**src/rtl/mem_arbiter.sv**
```systemverilog
// Two-port (fetch/data) arbiter onto a single strobed memory with an MFC handshake.
// Optional feature macro MEM_TIMEOUT_EN: abort a STROBE after TIMEOUT cycles without MFC, pulsing ERR.

module mem_arbiter #(
    parameter int TIMEOUT = 15
) (
    input  logic        CLK,
    input  logic        RESET_N,
    input  logic        I_REQ,
    input  logic [15:0] I_ADDR,
    output logic        I_ACK,
    output logic [15:0] I_RDATA,
    input  logic        D_REQ,
    input  logic        D_WE,
    input  logic [15:0] D_ADDR,
    input  logic [15:0] D_WDATA,
    output logic        D_ACK,
    output logic [15:0] D_RDATA,
    output logic [15:0] MAR_to_MEM,
    output logic [15:0] MDR_to_MEM,
    output logic        EN,
    output logic        RW,
    input  logic [15:0] MEM_to_MDR,
    input  logic        MFC,
    output logic        BUSY,
    output logic        ERR
);

    typedef enum logic [1:0] {
        ST_IDLE    = 2'd0,
        ST_SETUP   = 2'd1,
        ST_STROBE  = 2'd2,
        ST_RELEASE = 2'd3
    } state_t;

    if (TIMEOUT < 1) begin : g_bad_timeout
        $error("mem_arbiter: TIMEOUT must be at least 1");
    end

    state_t      state_r, state_s;
    logic [15:0] mar_r, mar_s;
    logic [15:0] mdr_r, mdr_s;
    logic [15:0] i_rdata_r, i_rdata_s;
    logic [15:0] d_rdata_r, d_rdata_s;
    logic        rw_r, rw_s;
    logic        en_r, en_s;
    logic        i_ack_r, i_ack_s;
    logic        d_ack_r, d_ack_s;
    logic        busy_r, busy_s;
    logic        gnt_data_r, gnt_data_s;   // port owning the current access: 1 = data
    logic        last_data_r, last_data_s; // port granted most recently: 1 = data
    logic        fetch_wins_s;

`ifdef MEM_TIMEOUT_EN
    localparam int CNT_W = (TIMEOUT > 1) ? $clog2(TIMEOUT) : 1;
    logic [CNT_W-1:0] cnt_r, cnt_s;
    logic             err_r, err_s;
    logic             expired_s;

    assign expired_s = (cnt_r == CNT_W'(TIMEOUT - 1));
`endif

    // Next-state and next-output computation for the access sequencer.
    always_comb begin
        state_s     = state_r;
        mar_s       = mar_r;
        mdr_s       = mdr_r;
        rw_s        = rw_r;
        en_s        = 1'b0;
        i_ack_s     = 1'b0;
        d_ack_s     = 1'b0;
        i_rdata_s   = i_rdata_r;
        d_rdata_s   = d_rdata_r;
        gnt_data_s  = gnt_data_r;
        last_data_s = last_data_r;
`ifdef MEM_TIMEOUT_EN
        cnt_s       = cnt_r;
        err_s       = 1'b0;
`endif
        // On a tie the port that did not win last time gets the memory.
        fetch_wins_s = I_REQ && (!D_REQ || last_data_r);

        case (state_r)
            ST_IDLE: begin
                if (I_REQ || D_REQ) begin
                    state_s     = ST_SETUP;
                    gnt_data_s  = !fetch_wins_s;
                    last_data_s = !fetch_wins_s;
                    if (fetch_wins_s) begin
                        mar_s = I_ADDR;
                        mdr_s = 16'h0000;
                        rw_s  = 1'b1;
                    end else begin
                        mar_s = D_ADDR;
                        mdr_s = D_WDATA;
                        rw_s  = !D_WE;
                    end
                end else begin
                    state_s = ST_IDLE;
                end
            end
            ST_SETUP: begin
                state_s = ST_STROBE;
                en_s    = 1'b1;
`ifdef MEM_TIMEOUT_EN
                cnt_s   = '0;
`endif
            end
            ST_STROBE: begin
                if (MFC) begin
                    state_s = ST_RELEASE;
                    i_ack_s = !gnt_data_r;
                    d_ack_s = gnt_data_r;
                    if (rw_r && gnt_data_r) begin
                        d_rdata_s = MEM_to_MDR;
                    end else if (rw_r) begin
                        i_rdata_s = MEM_to_MDR;
                    end else begin
                        d_rdata_s = d_rdata_r;
                    end
                end
`ifdef MEM_TIMEOUT_EN
                else if (expired_s) begin
                    state_s = ST_RELEASE;
                    i_ack_s = !gnt_data_r;
                    d_ack_s = gnt_data_r;
                    err_s   = 1'b1;
                end else begin
                    en_s  = 1'b1;
                    cnt_s = cnt_r + CNT_W'(1);
                end
`else
                else begin
                    en_s = 1'b1;
                end
`endif
            end
            ST_RELEASE: begin
                if (!MFC) begin
                    state_s = ST_IDLE;
                end else begin
                    state_s = ST_RELEASE;
                end
            end
            default: begin
                state_s = ST_IDLE;
            end
        endcase

        busy_s = (state_s != ST_IDLE);
    end

    // State and output registers; reset parks the pointer on data so the first tie goes to fetch.
    always_ff @(posedge CLK) begin
        if (!RESET_N) begin
            state_r     <= ST_IDLE;
            mar_r       <= 16'h0000;
            mdr_r       <= 16'h0000;
            rw_r        <= 1'b1;
            en_r        <= 1'b0;
            i_ack_r     <= 1'b0;
            d_ack_r     <= 1'b0;
            i_rdata_r   <= 16'h0000;
            d_rdata_r   <= 16'h0000;
            busy_r      <= 1'b0;
            gnt_data_r  <= 1'b0;
            last_data_r <= 1'b1;
`ifdef MEM_TIMEOUT_EN
            cnt_r       <= '0;
            err_r       <= 1'b0;
`endif
        end else begin
            state_r     <= state_s;
            mar_r       <= mar_s;
            mdr_r       <= mdr_s;
            rw_r        <= rw_s;
            en_r        <= en_s;
            i_ack_r     <= i_ack_s;
            d_ack_r     <= d_ack_s;
            i_rdata_r   <= i_rdata_s;
            d_rdata_r   <= d_rdata_s;
            busy_r      <= busy_s;
            gnt_data_r  <= gnt_data_s;
            last_data_r <= last_data_s;
`ifdef MEM_TIMEOUT_EN
            cnt_r       <= cnt_s;
            err_r       <= err_s;
`endif
        end
    end

    assign MAR_to_MEM = mar_r;
    assign MDR_to_MEM = mdr_r;
    assign RW         = rw_r;
    assign EN         = en_r;
    assign I_ACK      = i_ack_r;
    assign D_ACK      = d_ack_r;
    assign I_RDATA    = i_rdata_r;
    assign D_RDATA    = d_rdata_r;
    assign BUSY       = busy_r;
`ifdef MEM_TIMEOUT_EN
    assign ERR        = err_r;
`else
    assign ERR        = 1'b0;
`endif

endmodule
```
**config.mk**
```make
export PLATFORM = sky130hd
export DESIGN_NAME = mem_arbiter
export DESIGN_NICKNAME = d
export VERILOG_FILES = /design/src/rtl/mem_arbiter.sv
export SDC_FILE = /design/constraint.sdc
export NUM_CORES = 1
export LEC_CHECK = 0
export ABC_AREA = 1
export ABC_CLOCK_PERIOD_IN_PS = 2210
export BUFFER_PORTS_ARGS = -buffer_cell sky130_fd_sc_hd__buf_2
export CORE_MARGIN = 3
export CORE_UTILIZATION = 50
export CTS_CLUSTER_DIAMETER = 120
export DETAILED_ROUTE_END_ITERATION = 12
export PLACE_DENSITY = 0.93
export SLEW_MARGIN = 20
export SYNTH_ARGS = -nofsm -noshare
export SYNTH_HDL_FRONTEND = slang
export SYNTH_SLANG_ARGS = --single-unit
```
**constraint.sdc**
```tcl
create_clock -name CLK -period 2.21 [get_ports CLK]
set_input_delay 0.221 -clock CLK [delete_from_list [all_inputs] [get_ports CLK]]
set_output_delay 0.221 -clock CLK [all_outputs]
set_load 0.01 [all_outputs]
```
Word level (Yosys, flattened, before mapping)
Cells that the tools add are included.
Widths: inputs -> output; s select.
{"block": "classes", "addsub": 0, "mul": 0, "div_mod_pow": 0, "magnitude_cmp": 0, "eq_ne": 3, "shift": 0, "muxes": 9, "n_bitwise": 1, "n_reduce_logical": 14}
{"operator": "$mux 16", "count": 2}
{"operator": "$pmux 2 s4", "count": 1}
{"operator": "$reduce_and 3->1", "count": 2}
{"operator": "$eq 2x2->1 const B", "count": 2}
{"operator": "$logic_not 1->1", "count": 4}
{"operator": "$mux 2", "count": 2}
{"operator": "$reduce_and 4->1", "count": 1}
{"operator": "$mux 1", "count": 3}
{"operator": "$eq 2x1->1 const B", "count": 1}
{"operator": "$logic_and 1x1->1", "count": 2}
{"operator": "$logic_not 2->1", "count": 1}
{"operator": "$logic_or 1x1->1", "count": 2}
{"operator": "$pmux 1 s2", "count": 1}
{"operator": "$reduce_and 2->1", "count": 1}
{"operator": "$reduce_bool 2->1", "count": 1}
{"operator": "$not 1->1", "count": 1}
{"block": "word_totals", "register_bits": 73, "latchBits": 0, "ram_bits": 0, "mem_bits_ro": 0, "in_bits": 70, "out_inout_bits": 70, "word_cells": 39, "n_memories": 0}

Depth between registers and ports, before layout
{"block": "logic_depth", "ltp_word": 4, "depth_mapped": 8, "ltp_nobuf": 8}

Worst setup path after synthesis
Ideal clock, no wire load.
{"block": "synth_path", "path_type": "reg2reg", "startpoint": "reg state_r[0]", "endpoint": "reg mar_r[10] (netlist: MAR_to_MEM[10])", "setup_time_ns": 0.109, "t_arrival_ns": 1.220, "required_time_ns": 2.101, "setup_slack_ns": 0.881, "path_stages_with_launch": 9, "n_path_buf": 1, "period_less_slack_ns": 1.329, "path_cell_list": "dfxtp_1 -> inv_1 -> ha_1 -> inv_1 -> nor2_8 -> buf_6 -> nand3_1 -> nand2_1 -> inv_1"}
{"block": "synth_between", "elab_chain_cells": 2}
{"element": "start: declaration", "line_no": "40", "text": "state_t state_r, state_s;"}
{"element": "start signal: assignment", "line_no": "173", "text": "state_r <= state_s;"}
{"element": "$logic_not 2->1", "line_no": "83", "text": "case (state_r)"}
{"element": "$reduce_and 2->1 (no line)"}
{"element": "end signal: assignment", "line_no": "174", "text": "mar_r <= mar_s;"}
{"element": "end: declaration", "line_no": "41", "text": "logic [15:0] mar_r, mar_s;"}
No other way between the ends.
A chain may end at the register's enable or synchronous reset.

Final worst setup path
{"block": "layout_path", "startpoint": "reg state_r[0]", "endpoint": "reg mar_r[6] (netlist: MAR_to_MEM[6])"}
Same word-level chain as after synthesis.

==> metrics.txt <==
fin. max-slew vios 0; Final period util roughly three quarters; Peak Freq 589 MHz; skew final roughly 0.0093 ns; syn nets between 400 and 500; RSZ-0062 raised after global routing false; Synth top area share a little under half; Mapped Avg Cell Area ~7.6 um^2; kind of critical path register to register; Area contributors post-synth dfxtp_1 47%, nor2_1 7.9%, nand2_1 7.4%; relative slew slack between 40 and 50%; min-delay src MEM_to_MDR[2]; Vias/cell a little over 5; cts hold-fix bufs 0; Post-Synthesis Cells 405; die area approximately 7100 um^2; initial antenna violation count 0; largest net degree at the start of global routing 38; Largest delay share family, worst path simple AND/OR/NAND/NOR gates; number of antenna repair diodes 0; CTS Root Cell clkbuf_8; most common cell after layout, fill and taps aside buf_2; R2R Setup Slk a little over 0.5 ns; Post-CTS Setup Inserts 0; GRT overflow 0; Worst IR Drop VDD between 0.4 and 0.5 mV; P&R area growth vs syn 27.3%; RR Startpoint state_r[0]; post-synthesis cell area between 3000 and 4000 um^2; Worst Path Buf+Inv 3; pwr dens between 800 and 900 nW/um^2; Setup WS post-layout approximately 0.5 ns; DRC viols 0; R2R cell count 7; YS warnings 0; clk sink count 73; DRT iter0 DRCs 213; commonest cells after routing, fill and taps aside 138 x buf_2, 73 x dfxtp_1, 65 x nor2_1; via count a little over 3k; Final nets 608; first-pass GRT wire length 13500 um; Final Hold Fails 0; P_leak approximately 0.0021 uW; # rows 27; hold path endpoint D_RDATA[2]; crit path time final roughly 1.7 ns; drt total wl just over 8000 um; Worst path max stage delay between 0.4 and 0.5 ns; H-tree levels 3; top cell type by total area after synthesis dfxtp_1; CP Capture Type register; hold_ws ~0.12 ns; drt first pass iters 4; CP Launch Type register; Hold WC Path Type input pin to register; antenna viol nets, final 0; sequential fraction of the synthesis area between 40% and 50%; Fillers between 400 and 500; CTS tree yes; Routed WL per cell approximately 13 um; TritonCTS Buffers 9; routability congestion estimate roughly 0.83; r2r endpoint MAR_to_MEM[6]; Req. time, crit path approximately 2.5 ns; Post-DP HPWL about 5700 um; IO Count 140; PostCTS Resize Cnt 0; Fin Setup TNS 0 ns; Die Y 84.6 um; Setup WS pre-CTS between 0.5 and 0.6 ns; crit-path cells inv_1 -> ha_1 -> inv_1 -> nor2_8 -> nand3_1 -> nand2_1 -> inv_1; clock-pin transition on the worst setup and hold timing paths approximately 0.08 ns; clock latency on the worst-skew pair about 0.34 ns; status finished clean; WP data arrival around 1.9 ns; vias in the first global route approximately 3.0k; share of layout cells above drive strength 1 between 30% and 40%; peak fanout along the critical path 35; Die Wd ~85 um; core area around 5700 um^2; Cell variety after synth 27; worst slew pin tran between 0.8 and 0.9 ns; CTS Buffer Depth 2; final setup violating endpoints 0; initial core utilization approximately 54%; hold depth 3; port buffer count around 140; CP max stage cell nor2_8; Yosys reg bits 73; most frequent CP cell inv_1; max cap viols 0; GRT Total Usage 22.9%
worst max-delay path by stage:
stage | start | end | slack (ns) | cells after the start
CTS | state_r[0] | MAR_to_MEM[11] | 0.51 | 7
global placement | I_REQ | MAR_to_MEM[7] | 0.63 | 5
floorplan | state_r[0] | MAR_to_MEM[10] | 0.88 | 8
global route | state_r[0] | MDR_to_MEM[3] | 0.34 | 6
detailed placement | state_r[0] | MAR_to_MEM[6] | 0.53 | 7
finish | state_r[0] | MAR_to_MEM[6] | 0.51 | 7
power breakdown:
part           internal [uW]  switching [uW]
Clock                    584             480
Combinational            282             476
Sequential              1450            69.9
cells in the mapped netlist:
library cell   n
nand2_4        2
o21ai_0       32
inv_2          3
buf_2          9
nor2_4         3
o21ai_4        1
dfxtp_1       73
nand2_2        1
nor3_1         1
inv_1         42
nor2_1        65
a21oi_2        1
buf_8          2
clkbuf_1       6
nor4_1         1
buf_1          1
a21oi_1       35
nand3_1       44
o21ai_1        2
nor2_8         1
buf_4          2
nand3_2        5
conb_1         1
nand2_1       61
ha_1           6
o211ai_1       1
buf_6          4
metal layers:
metal / vias to the layer above / global-route usage [%] / share of wire (%)
met4: 0 / 9.93 / 2.0
met1: 1404 / 25.7 / 40
met2: 128 / 40.4 / 49
met3: 15 / 6.48 / 8.7
li1: 1532 / - / -
met5: - / 0 / 0
cell type report:
type	count	area, um^2	share of cell area (%)
Sequential cell	73	1460	37.2
Multi-Input combinational cell	263	1290	33.0
Timing Repair Buffer	140	706	18.0
Inverter	45	169	4.30
Clock buffer	12	155	3.95
Tap cell	72	90.1	2.29
Clock inverter	4	51.3	1.31
registers in the layout, summed over array words and instances, names as in the netlist:
name / cells
MAR_to_MEM: 16
RW: 1
I_RDATA: 16
I_ACK: 1
BUSY: 1
gnt_data_r: 1
MDR_to_MEM: 16
D_RDATA: 16
state_r: 2
D_ACK: 1
EN: 1
last_data_r: 1
logic make-up after synthesis:
family,count (synthesis),synth area share [%]
buf+inv,69,10.7
flops,73,47.4
compound gates,72,12.2
other cells,1,0.122
fa+ha+maj,6,2.43
simple gates,184,27.1
worst reg2reg max path, delay by kind of cell, from the launching register on:
kind / cells / cell delay, ns
and+or+nand+nor: 3 / 0.70
buffers and inverters: 3 / 0.32
adders and majority gates: 1 / 0.24
DFF: 1 / 0.34
through the flow:
| step | instance area, um^2 | power (uW) | instances | util, % |
|---|---|---|---|---|
| floorplan | 3090 | 2070 | 405 | - |
| global placement | 3720 | 2270 | 593 | 64.8 |
| global route | 3930 | 3530 | 609 | 68.4 |
| detailed placement | 3720 | 2310 | 593 | 64.8 |
| CTS | 3930 | 3370 | 609 | 68.4 |
| finish | 3930 | 3340 | 609 | 68.4 |
(Power assumes the default switching activity.)
